### config.mk
export PLATFORM = sky130hd
export DESIGN_NAME = alu_arbiter
export DESIGN_NICKNAME = d
export VERILOG_FILES = /design/src/rtl/alu_arbiter.sv
export SDC_FILE = /design/constraint.sdc
export NUM_CORES = 1
export LEC_CHECK = 0
export CAP_MARGIN = 15
export CORE_MARGIN = 2
export CORE_UTILIZATION = 40
export DETAILED_ROUTE_END_ITERATION = 7
export GPL_TIMING_DRIVEN = 0
export PLACE_DENSITY = 0.8
export SETUP_SLACK_MARGIN = 0.2
export SYNTH_ARGS = -nofsm -noshare
export SYNTH_HDL_FRONTEND = slang
export SYNTH_SLANG_ARGS = --single-unit
### constraint.sdc
create_clock -name clk -period 4.1 [get_ports clk]
set_input_delay 0.615 -clock clk [delete_from_list [all_inputs] [get_ports clk]]
set_output_delay 0.615 -clock clk [all_outputs]
set_load 0.02 [all_outputs]
### src/rtl/alu_arbiter.sv
// -----------------------------------------------------------------------------
// alu_arbiter
//
// Shares one 32-bit ALU between two requesters. One operation is in flight at
// a time: a request is accepted in IDLE, its operands/opcode are registered and
// presented to the ALU for one EXEC cycle, the result and zero flag are
// captured, and the response is held on the owning requester's response
// channel until it is taken. Priority is round-robin and only flips when a
// response completes, so two continuously-valid requesters alternate while a
// lone requester is served back-to-back.
//
// Ports
//   clk, reset                 clock, asynchronous active-high reset
//   req{0,1}_valid/_ready      request handshake (ready is combinational)
//   req{0,1}_a/_b/_op          operands and ALU control code
//   rsp{0,1}_valid/_ready      response handshake (valid is registered)
//   rsp{0,1}_result/_zero      registered ALU result and zero flag
//   alu_a, alu_b, alu_control  registered operands/opcode driven to the ALU
//   alu_result, alu_zero       combinational ALU outputs
//   busy                       high whenever the FSM is not in IDLE
//
// Parameters
//   PRIO_INIT                  requester index (0 or 1) holding priority
//                              after reset
//
// state | meaning
// ------+------------------------------------------------------------------
// IDLE  | arbitrate between valid requests; an accept moves to EXEC
// EXEC  | ALU evaluates the registered operands; result/zero captured
// RESP  | rsp{id}_valid held until rsp{id}_ready, then back to IDLE
// -----------------------------------------------------------------------------
module alu_arbiter #(
    parameter int PRIO_INIT = 0
) (
    input  logic        clk,
    input  logic        reset,

    input  logic        req0_valid,
    output logic        req0_ready,
    input  logic [31:0] req0_a,
    input  logic [31:0] req0_b,
    input  logic [2:0]  req0_op,

    input  logic        req1_valid,
    output logic        req1_ready,
    input  logic [31:0] req1_a,
    input  logic [31:0] req1_b,
    input  logic [2:0]  req1_op,

    output logic        rsp0_valid,
    input  logic        rsp0_ready,
    output logic [31:0] rsp0_result,
    output logic        rsp0_zero,

    output logic        rsp1_valid,
    input  logic        rsp1_ready,
    output logic [31:0] rsp1_result,
    output logic        rsp1_zero,

    output logic [31:0] alu_a,
    output logic [31:0] alu_b,
    output logic [2:0]  alu_control,
    input  logic [31:0] alu_result,
    input  logic        alu_zero,

    output logic        busy
);

    typedef enum logic [1:0] {
        IDLE = 2'd0,
        EXEC = 2'd1,
        RESP = 2'd2
    } state_t;

    localparam logic PRIO_RST = (PRIO_INIT != 0);

    state_t      state;
    logic        prio;
    logic        id;
    logic [31:0] a_q;
    logic [31:0] b_q;
    logic [2:0]  op_q;
    logic [31:0] result_q;
    logic        zero_q;
    logic        rsp0_valid_q;
    logic        rsp1_valid_q;
    logic        busy_q;

    logic        idle;
    logic        grant0;
    logic        grant1;
    logic        rsp_take;

    // Arbitration: a requester wins if it holds priority or the other side is
    // not asking. The two terms are mutually exclusive when both are valid.
    assign idle   = (state == IDLE);
    assign grant0 = idle & req0_valid & (~prio | ~req1_valid);
    assign grant1 = idle & req1_valid & ( prio | ~req0_valid);

    // Only the owner's ready can complete the response.
    assign rsp_take = id ? rsp1_ready : rsp0_ready;

    always_ff @(posedge clk or posedge reset) begin
        if (reset) begin
            state        <= IDLE;
            prio         <= PRIO_RST;
            id           <= 1'b0;
            a_q          <= '0;
            b_q          <= '0;
            op_q         <= '0;
            result_q     <= '0;
            zero_q       <= 1'b0;
            rsp0_valid_q <= 1'b0;
            rsp1_valid_q <= 1'b0;
            busy_q       <= 1'b0;
        end else begin
            case (state)
                IDLE: begin
                    if (grant0) begin
                        a_q    <= req0_a;
                        b_q    <= req0_b;
                        op_q   <= req0_op;
                        id     <= 1'b0;
                        busy_q <= 1'b1;
                        state  <= EXEC;
                    end else if (grant1) begin
                        a_q    <= req1_a;
                        b_q    <= req1_b;
                        op_q   <= req1_op;
                        id     <= 1'b1;
                        busy_q <= 1'b1;
                        state  <= EXEC;
                    end
                end

                EXEC: begin
                    result_q     <= alu_result;
                    zero_q       <= alu_zero;
                    rsp0_valid_q <= ~id;
                    rsp1_valid_q <=  id;
                    state        <= RESP;
                end

                RESP: begin
                    // Returning to IDLE here (rather than accepting directly)
                    // keeps a completing response and a new accept in
                    // separate cycles.
                    if (rsp_take) begin
                        rsp0_valid_q <= 1'b0;
                        rsp1_valid_q <= 1'b0;
                        prio         <= ~id;
                        busy_q       <= 1'b0;
                        state        <= IDLE;
                    end
                end

                default: begin
                    rsp0_valid_q <= 1'b0;
                    rsp1_valid_q <= 1'b0;
                    busy_q       <= 1'b0;
                    state        <= IDLE;
                end
            endcase
        end
    end

    assign req0_ready  = grant0;
    assign req1_ready  = grant1;

    assign rsp0_valid  = rsp0_valid_q;
    assign rsp1_valid  = rsp1_valid_q;
    assign rsp0_result = result_q;
    assign rsp1_result = result_q;
    assign rsp0_zero   = zero_q;
    assign rsp1_zero   = zero_q;

    assign alu_a       = a_q;
    assign alu_b       = b_q;
    assign alu_control = op_q;

    assign busy        = busy_q;

endmodule
==> out/metrics.yaml, run 1 <==
run_status: "completed"
nets: 954
synth_most_common_cell: "dfrtp_1"
pwr-share-clk_pct: 12.0
drt-pass1-iter-count: 4
grt_pass1_wl_mm: 29.5
first_iter_violations: 223
hold_path_class: "reg2reg"
path_class: "in2out"
die_y_um: 123
cp.required_ns: 3.48
ys_ff_latch: 107
critPathArrivalTime_ns: 2.69
min_period_over_period_pct: 80.6
ys_seq_area_share_pct: 47.0
netlist_area_um2: 5700
h-tree-depth: 3
cellPowerDensity_nw_per_um2: 806
syn_nets: 633
cts_sinks: 107
synthTopCellsByArea: "dfrtp_1, a221o_1, and4_1"
drc: 0
postSynthCellCount: 460
slowest_stage: "clkdlybuf4s50_1"
antenna_cells: 0
crit_top_cell: "clkdlybuf4s50_1"
routed_wl_mm: 19.7
fin_area_um2: 9350
dieArea_um2: 15200
io_buffers: 309
p_leak_nw: 3.78
worst_pin_slew_ns: 0.640
finClkSkew_ns: 0.00860
final.setup.tns_ns: 0
clockBufferDepth: 2
synth_common_cells: "dfrtp_1, a221o_1, and4_1, nor3b_1, buf_4"
finalPower_w: 0.00754
finalCriticalPeriod_ns: 3.30
synth.distinct_cells: 28
ios: 311
drive_above_1_share_pct: 18.8
clk_latency_ns: 0.36
syn_avg_cell_area_um2: 12.4
pre_cts_slack_ns: 0.796
ctsResizeCount: 0
hold_path_depth: 1
hpwl_mm: 15.1
cpPeakStageDelay_ns: 0.64
vias: 5238
max-cap-violations: 0
switchingPower_w: 0.00304
drt-vias-per-instance: 5.42
hold_viol_final: 0
synth_area_leader_cell: "dfrtp_1"
grt_use_total_pct: 25.5
instances_no_fill: 966
cp-end-kind: "output port"
internal-power_w: 0.00450
p_comb_share_pct: 61.7
core_um2: 13900
syn_to_final_growth_pct: 64.0
postCtsSetupRepairBufs: 0
worstPathCellList: "clkdlybuf4s50_1 > nand2_2 > nand3_2 > buf_2 > buf_4 > inv_1 > clkdlybuf4s50_1"
place_area_um2: 9050
finalMaxSlewViolations: 0
crit_fanout: 10
die_w_um: 123
synth_warnings: 0
rsz0062_at_grt: "false"
num_rows: 43
ctsHoldBuffers: 0
pwr-share-seq_pct: 26.3
ant_nets: 0
setup-violations-final: 0
dp.cells: 950
worst_slack_ns: 0.796
synth_top_area_share_pct: 47.0
synth_enable_flop_cells: 0
grt-ovfl-total: 0
grt_pass1_vias: 5372
cts_tree: "done"
wl_per_cell_um: 20.4
initial_utilization_pct: 41.1
slew_headroom_pct: 57.3
ys.flop_type: "dfrtp_1"
cts-root-buf: "clkbuf_16"
cts_buffers: 9
r2r_cells: 6
grt_max_degree: 60
fmax_ghz: 0.303
cts.reportedPaths.clkPinSlew_ns: 0.07
switching_share_pct: 40.4
antenna_found_initial: 0
vdd_drop_max_mv: 0.447
start_kind: "input port"
routabilityCongestion: 0.797
async_flop_share_pct: 100
## final cells by class
type | instances | area, um^2
clock inverter | 5 | 60.1
fill | 1037 | 4530
timing repair buffer | 310 | 3120
tap | 180 | 225
sequential | 107 | 2680
inverter | 5 | 21.3
clock buffer | 11 | 243
buffer | 90 | 537
multi-input combinational | 258 | 2470
## routing by layer
layer  vias to the layer above  part of all wire [%]  track usage, %
li1                       2404                     -               -
met1                      2579                    39            29.9
met2                       226                    51            45.3
met3                        29                   7.7            5.81
met4                         0                   2.2            9.38
met5                         -                     0               0
## logic make-up after synthesis
logic type             after synthesis  share of synthesized area (%)
and+or+nand+nor                    146                           23.4
AOI/OAI and AO/OA                   76                           12.9
DFF                                107                           47.0
muxes                               36                           7.07
buffers and inverters               95                           9.75
## sequential cells by signal (all words and copies together), names as in the netlist
| name | cells |
|---|---|
| alu_a | 32 |
| alu_b | 32 |
| alu_control | 3 |
| busy | 1 |
| id | 1 |
| prio | 1 |
| rsp0_result | 32 |
| rsp0_valid | 1 |
| rsp0_zero | 1 |
| rsp1_valid | 1 |
| state | 2 |
## final timing paths
check                                          start                          end  slack (ns)
worst max-delay path                      req1_valid                   req0_ready        0.80
worst min-delay path                busy$_DFFE_PP0P_             busy$_DFFE_PP0P_        0.51
worst max register to register  state[0]$_DFFE_PP0P_         alu_b[2]$_DFFE_PP0P_        2.32
worst min register to register      busy$_DFFE_PP0P_             busy$_DFFE_PP0P_        0.51
max in group asynchronous                      reset   rsp0_result[8]$_DFFE_PP0N_        2.68
min in group asynchronous                      reset  rsp0_result[22]$_DFFE_PP0N_        0.71
## critical path, delay by kind of cell
| family | cells | cell delay, ns |
|---|---|---|
| buf+inv | 5 | 1.75 |
| simple gates | 2 | 0.31 |
## metrics by stage
step / hold slack (ns) / utilization [%]
3_3_place_gp: 0.466 / 65.0
3_5_place_dp: 0.490 / 65.2
2_1_floorplan: 0.502 / -
4_1_cts: 0.506 / 67.4
6_report: 0.508 / 67.4
5_1_grt: 0.525 / 67.4
## cell usage in the layout (no fill, tap or decap), types with 2 or more instances in the layout
| master | count |
|---|---|
| clkdlybuf4s50_1 | 309 |
| dfrtp_1 | 107 |
| and4_1 | 67 |
| a221o_1 | 67 |
| nor3b_1 | 37 |
| buf_4 | 36 |
| mux2_2 | 34 |
| nor3b_2 | 30 |
| clkbuf_1 | 29 |
| buf_2 | 21 |
| clkbuf_16 | 9 |
| buf_6 | 5 |
| inv_1 | 4 |
| nand2b_1 | 2 |
| o21ai_0 | 2 |
| a21o_1 | 2 |
| nor2_1 | 2 |
| mux2i_1 | 2 |
| o2bb2ai_1 | 2 |
| inv_6 | 2 |
## power groups by stage
| stage | Sequential, W | Combinational [W] | Clock [W] |
|---|---|---|---|
| 5_1_grt | 0.00205 | 0.00493 | 0.000958 |
| 3_3_place_gp | 0.00197 | 0.00458 | 0 |
| 4_1_cts | 0.00198 | 0.00468 | 0.000911 |
| 2_1_floorplan | 0.00257 | 0.00199 | 0 |
| 6_report | 0.00198 | 0.00465 | 0.000906 |
| 3_5_place_dp | 0.00199 | 0.00467 | 0 |
No activity file was read; power rests on OpenSTA's default activity.
==> run 2: changes to the inputs <==
Settings changed: CORE_UTILIZATION 40 to 36, PLACE_DENSITY 0.8 to 0.76.
Clock period 4.1 ns to 2.7 ns, I/O delays scaled along.
==> run 2 against run 1 <==
  * Sequential power increased by 53%
  * Core utilization decreased by 5.6 points
  * Setup slack got worse by 0.47 ns
  * Worst hold slack got worse by 0.090 ns
  * Global-route usage decreased by 2.1 points
  * Critical path type is now reg2out
  * Largest cell class unchanged
  * Clock power increased by 62%
  * Via count increased by 1.5%
  * Count of clock-buffer cells in the layout unchanged
  * Die area increased by 11%
==> out/metrics.yaml, run 2 (synthesis gave the netlist of run 1 again) <==
drc: 0
finalMaxSlewViolations: 0
num_rows: 45
p_leak_nw: 3.81
internal-power_w: 0.00693
worst_slack_ns: 0.321
finalPower_w: 0.0116
drive_above_1_share_pct: 19.3
grt_max_degree: 33
switchingPower_w: 0.00462
hpwl_mm: 15.6
grt-ovfl-total: 0
seqCellArea_um2: 2680
n_fill_cell: 1250
drt-pass1-iter-count: 4
clockBufferDepth: 2
slew_headroom_pct: 64.0
ant_nets: 0
worst_pin_slew_ns: 0.540
die_y_um: 130
cp-end-kind: "output port"
max-cap-violations: 0
finalCriticalPeriod_ns: 2.38
finClkSkew_ns: 0.00532
grt_pass1_vias: 5396
vdd_drop_max_mv: 0.623
dieArea_um2: 16900
routed_wl_mm: 20.0
r2r_cells: 6
layout_common_cells: "clkdlybuf4s50_1, dfrtp_1, and4_1, a221o_1"
drt-vias-per-instance: 5.32
nets: 956
switching_share_pct: 40.0
initial_utilization_pct: 37.2
setup-violations-final: 0
path_class: "reg2out"
clk_latency_ns: 0.35
cp.required_ns: 2.30
cts_buffers: 9
routabilityCongestion: 0.846
worstPathCellList: "buf_6 > nor2_8 > nand3_4 > buf_4 > buf_4 > inv_1 > clkdlybuf4s15_1"
first_iter_violations: 208
syn_to_final_growth_pct: 65.8
cellPowerDensity_nw_per_um2: 1220
slowest_stage: "dfrtp_1"
crit_top_cell: "buf_4"
cts-root-buf: "clkbuf_16"
pre_cts_slack_ns: -0.231
multi_input_area_um2: 2470
run_status: "completed"
fmax_ghz: 0.420
wl_per_cell_um: 20.0
h-tree-depth: 3
p_comb_share_pct: 61.2
final.setup.tns_ns: 0
min_period_over_period_pct: 88.1
die_w_um: 130
grt_use_total_pct: 23.3
pwr-share-seq_pct: 26.1
pwr-share-clk_pct: 12.7
cpPeakStageDelay_ns: 0.38
io_buffers: 309
cts_sinks: 107
start_kind: "flip-flop"
ios: 311
place_area_um2: 9120
core_um2: 15300
rsz0062_at_grt: "true"
final_common_cell: "clkdlybuf4s50_1"
vias: 5315
critPathArrivalTime_ns: 1.97
crit_fanout: 10
antenna_cells: 0
ctsHoldBuffers: 0
antenna_found_initial: 1
cts.reportedPaths.clkPinSlew_ns: 0.07
fin_area_um2: 9450
hold_viol_final: 0
cts_tree: "done"
grt_pass1_wl_mm: 30.0
hold_path_class: "in2async"
[run 2: cell count changes in the layout (fill, tap and decap cells not counted), moves of 2 or more]
| cell | change |
|---|---|
| buf_2 | -2 |
| clkbuf_2 | +2 |
| buf_12 | +3 |
| clkdlybuf4s50_1 | -3 |
[run 2: worst paths after layout]
check,to,slack [ns],startpoint
min reg2reg,busy$_DFFE_PP0P_,0.49,busy$_DFFE_PP0P_
min,rsp0_result[17]$_DFFE_PP0N_,0.42,reset
max in group asynchronous,alu_a[26]$_DFFE_PP0P_,1.55,reset
max,req0_ready,0.32,state[0]$_DFFE_PP0P_
max reg2reg,alu_b[7]$_DFFE_PP0P_,0.91,state[0]$_DFFE_PP0P_
min in group clk,busy$_DFFE_PP0P_,0.49,busy$_DFFE_PP0P_
[run 2: final cells by class]
class,count,share of cell area (%)
Timing Repair Buffer,312,33.3
Sequential cell,107,28.3
Multi-Input combinational cell,258,26.2
Buffer,90,5.74
Tap cell,211,2.79
Clock buffer,11,2.57
Clock inverter,5,0.873
Inverter,5,0.238
[run 2: critical path, delay by kind of cell (launching register included)]
kind / cells / cell delay, ns
buffers and inverters: 5 / 0.91
flip-flops: 1 / 0.38
AND/OR/NAND/NOR: 2 / 0.32
[run 2: power groups by stage]
stage / sequential [W] / clock [W] / combinational, W
finish: 0.00302 / 0.00147 / 0.00707
global route: 0.00312 / 0.00155 / 0.00750
CTS: 0.00302 / 0.00149 / 0.00712
detailed placement: 0.00303 / 0 / 0.00711
global placement: 0.00301 / 0 / 0.00697
floorplan: 0.00390 / 0 / 0.00303
[run 2: metrics by stage]
stage / utilization (%) / instances / hold slack (ns)
3_5_place_dp: 59.6 / 983 / 0.474
6_report: 61.7 / 999 / 0.419
2_1_floorplan: - / 460 / 0.502
3_3_place_gp: 59.2 / 980 / 0.462
5_1_grt: 61.7 / 999 / 0.446
4_1_cts: 61.7 / 999 / 0.415
[run 2: per-layer routing]
metal	vias up	track usage (%)	part of all wire, %
li1	2422	-	-
met1	2645	28.9	40
met2	219	40.4	50
met3	27	5.70	7.6
met4	2	7.08	1.7
met5	-	0	0.075
[run 2: timing repair]
| item | CTS | global route |
|---|---|---|
| endpoints found under the hold margin | 0 | 0 |
| gates resized for setup | 6 | 4 |
| endpoints found under the setup margin | 2 | 2 |
| setup buffers | 0 | 0 |
==> run 3: changes to the inputs <==
Settings changed: CORE_AREA from default to 2 2 122 124, CORE_MARGIN 2 to default, CORE_UTILIZATION 36 to default, DIE_AREA from default to 0 0 124 126, PLACE_DENSITY 0.76 to 0.8.
Clock period 2.7 ns to 2.9 ns, I/O delays scaled along.
==> run 3 against run 2 <==
  * First-iteration DRC count increased by 19%
  * Combinational power decreased by 7.2%
  * Cell area decreased by 1.1%
  * Routed wire length decreased by 2.0%
  * Critical path type unchanged
==> out/metrics.yaml, run 3 (synthesis gave the netlist of run 1 again) <==
grt_pass1_wl_mm: 29.4
grt_pass1_vias: 5380
ctsHoldBuffers: 0
vdd_drop_max_mv: 0.572
cts_tree: "done"
cts_buffers: 9
cts_sinks: 107
initial_utilization_pct: 39.8
drt-pass1-iter-count: 4
setup-violations-final: 0
path_class: "reg2out"
drive_above_1_share_pct: 18.9
max-cap-violations: 0
finalMaxSlewViolations: 0
drc: 0
ios: 311
p_leak_nw: 3.78
final_util_pct: 65.3
min_period_over_period_pct: 88.4
cts-root-buf: "clkbuf_16"
hpwl_mm: 15.3
core_um2: 14300
num_rows: 44
fmax_ghz: 0.390
first_iter_violations: 247
routabilityCongestion: 0.785
hold_path_class: "reg2reg"
vias: 5234
h-tree-depth: 3
ant_nets: 0
dp.cells: 955
grt_use_total_pct: 24.5
hold_viol_final: 0
die_y_um: 126
ctsResizeCount: 5
cp.required_ns: 2.47
cp-end-kind: "output port"
drt-vias-per-instance: 5.38
instances_no_fill: 972
grt_max_degree: 42
cts.reportedPaths.clkPinSlew_ns: 0.07
worst_slack_ns: 0.336
run_status: "completed"
crit_fanout: 10
syn_to_final_growth_pct: 64.1
finClkSkew_ns: 0.00549
final_common_cell: "clkdlybuf4s50_1"
critPathArrivalTime_ns: 2.13
io_buffers: 309
pre_cts_slack_ns: -0.0622
cellPowerDensity_nw_per_um2: 1130
wl_per_cell_um: 20.2
dieArea_um2: 15600
slew_headroom_pct: 57.7
nets: 955
postCtsSetupRepairBufs: 0
routed_wl_mm: 19.6
fin_hold_ws_ns: 0.510
finalCriticalPeriod_ns: 2.56
worst_pin_slew_ns: 0.633
rsz0062_at_grt: "false"
clk_latency_ns: 0.34
die_w_um: 124
start_kind: "flip-flop"
clockBufferDepth: 2
grt-ovfl-total: 0
layout_common_cells: "clkdlybuf4s50_1, dfrtp_1, and4_1, a221o_1"
antenna_found_initial: 1
==> run 3: changes by cell type in the layout (fill, tap and decap cells not counted), moves of 2 or more <==
cell           before  now
bufinv_16           2    0
clkinv_4            0    2
dlygate4sd2_1       1    3
inv_6               2    0
==> run 3: worst paths after layout <==
path                                            from  cells past startpoint  slack (ns)                     to
worst min register to register      busy$_DFFE_PP0P_                      1        0.51       busy$_DFFE_PP0P_
max in group asynchronous                      reset                      4        1.48   alu_a[1]$_DFFE_PP0P_
worst max register to register  state[1]$_DFFE_PP0P_                      6        1.13  alu_b[11]$_DFFE_PP0P_
worst max-delay path            state[1]$_DFFE_PP0P_                      6        0.34             req1_ready
min in group asynchronous                      reset                      2        0.54  rsp0_zero$_DFFE_PP0N_
worst min-delay path                busy$_DFFE_PP0P_                      1        0.51       busy$_DFFE_PP0P_
==> run 3: stage by stage <==
stage,total power [W],setup TNS (ns),instance area [um^2]
6_report,0.0105,0,9350
5_1_grt,0.0111,0,9350
4_1_cts,0.0106,0,9350
3_5_place_dp,0.00944,-0.0622,9070
3_3_place_gp,0.00928,-0.0397,9030
2_1_floorplan,0.00645,0,5700
==> run 3: metal layers <==
layer | vias up | track usage [%] | share of wire [%]
met5 | - | 0 | 0
met4 | 0 | 8.53 | 2.0
met3 | 28 | 5.57 | 7.9
met2 | 225 | 42.7 | 52
met1 | 2571 | 29.5 | 38
li1 | 2410 | - | -
==> run 3: cell type report <==
cell class	instances	area [um^2]
antenna	1	2.50
multi-input combinational	258	2470
clock inverter	3	22.5
inverter	5	22.5
tap	184	230
fill	1127	4960
clock buffer	13	260
sequential	107	2680
timing repair buffer	311	3130
buffer	90	541
==> run 3: power by group <==
| part | leakage, nW | switching, W | internal, W |
|---|---|---|---|
| combinational | 2.38 | 0.00318 | 0.00338 |
| sequential | 1.27 | 0.000537 | 0.00228 |
| clock | 0.140 | 0.000537 | 0.000633 |
==> run 3: worst max-delay path, cell delays in order (launching register included) <==
cell and delay (ns):
dfrtp_1 0.36, buf_4 0.17, nor2_8 0.14, buf_2 0.26, clkbuf_2 0.26, and3_1 0.21
dlygate4sd2_1 0.37
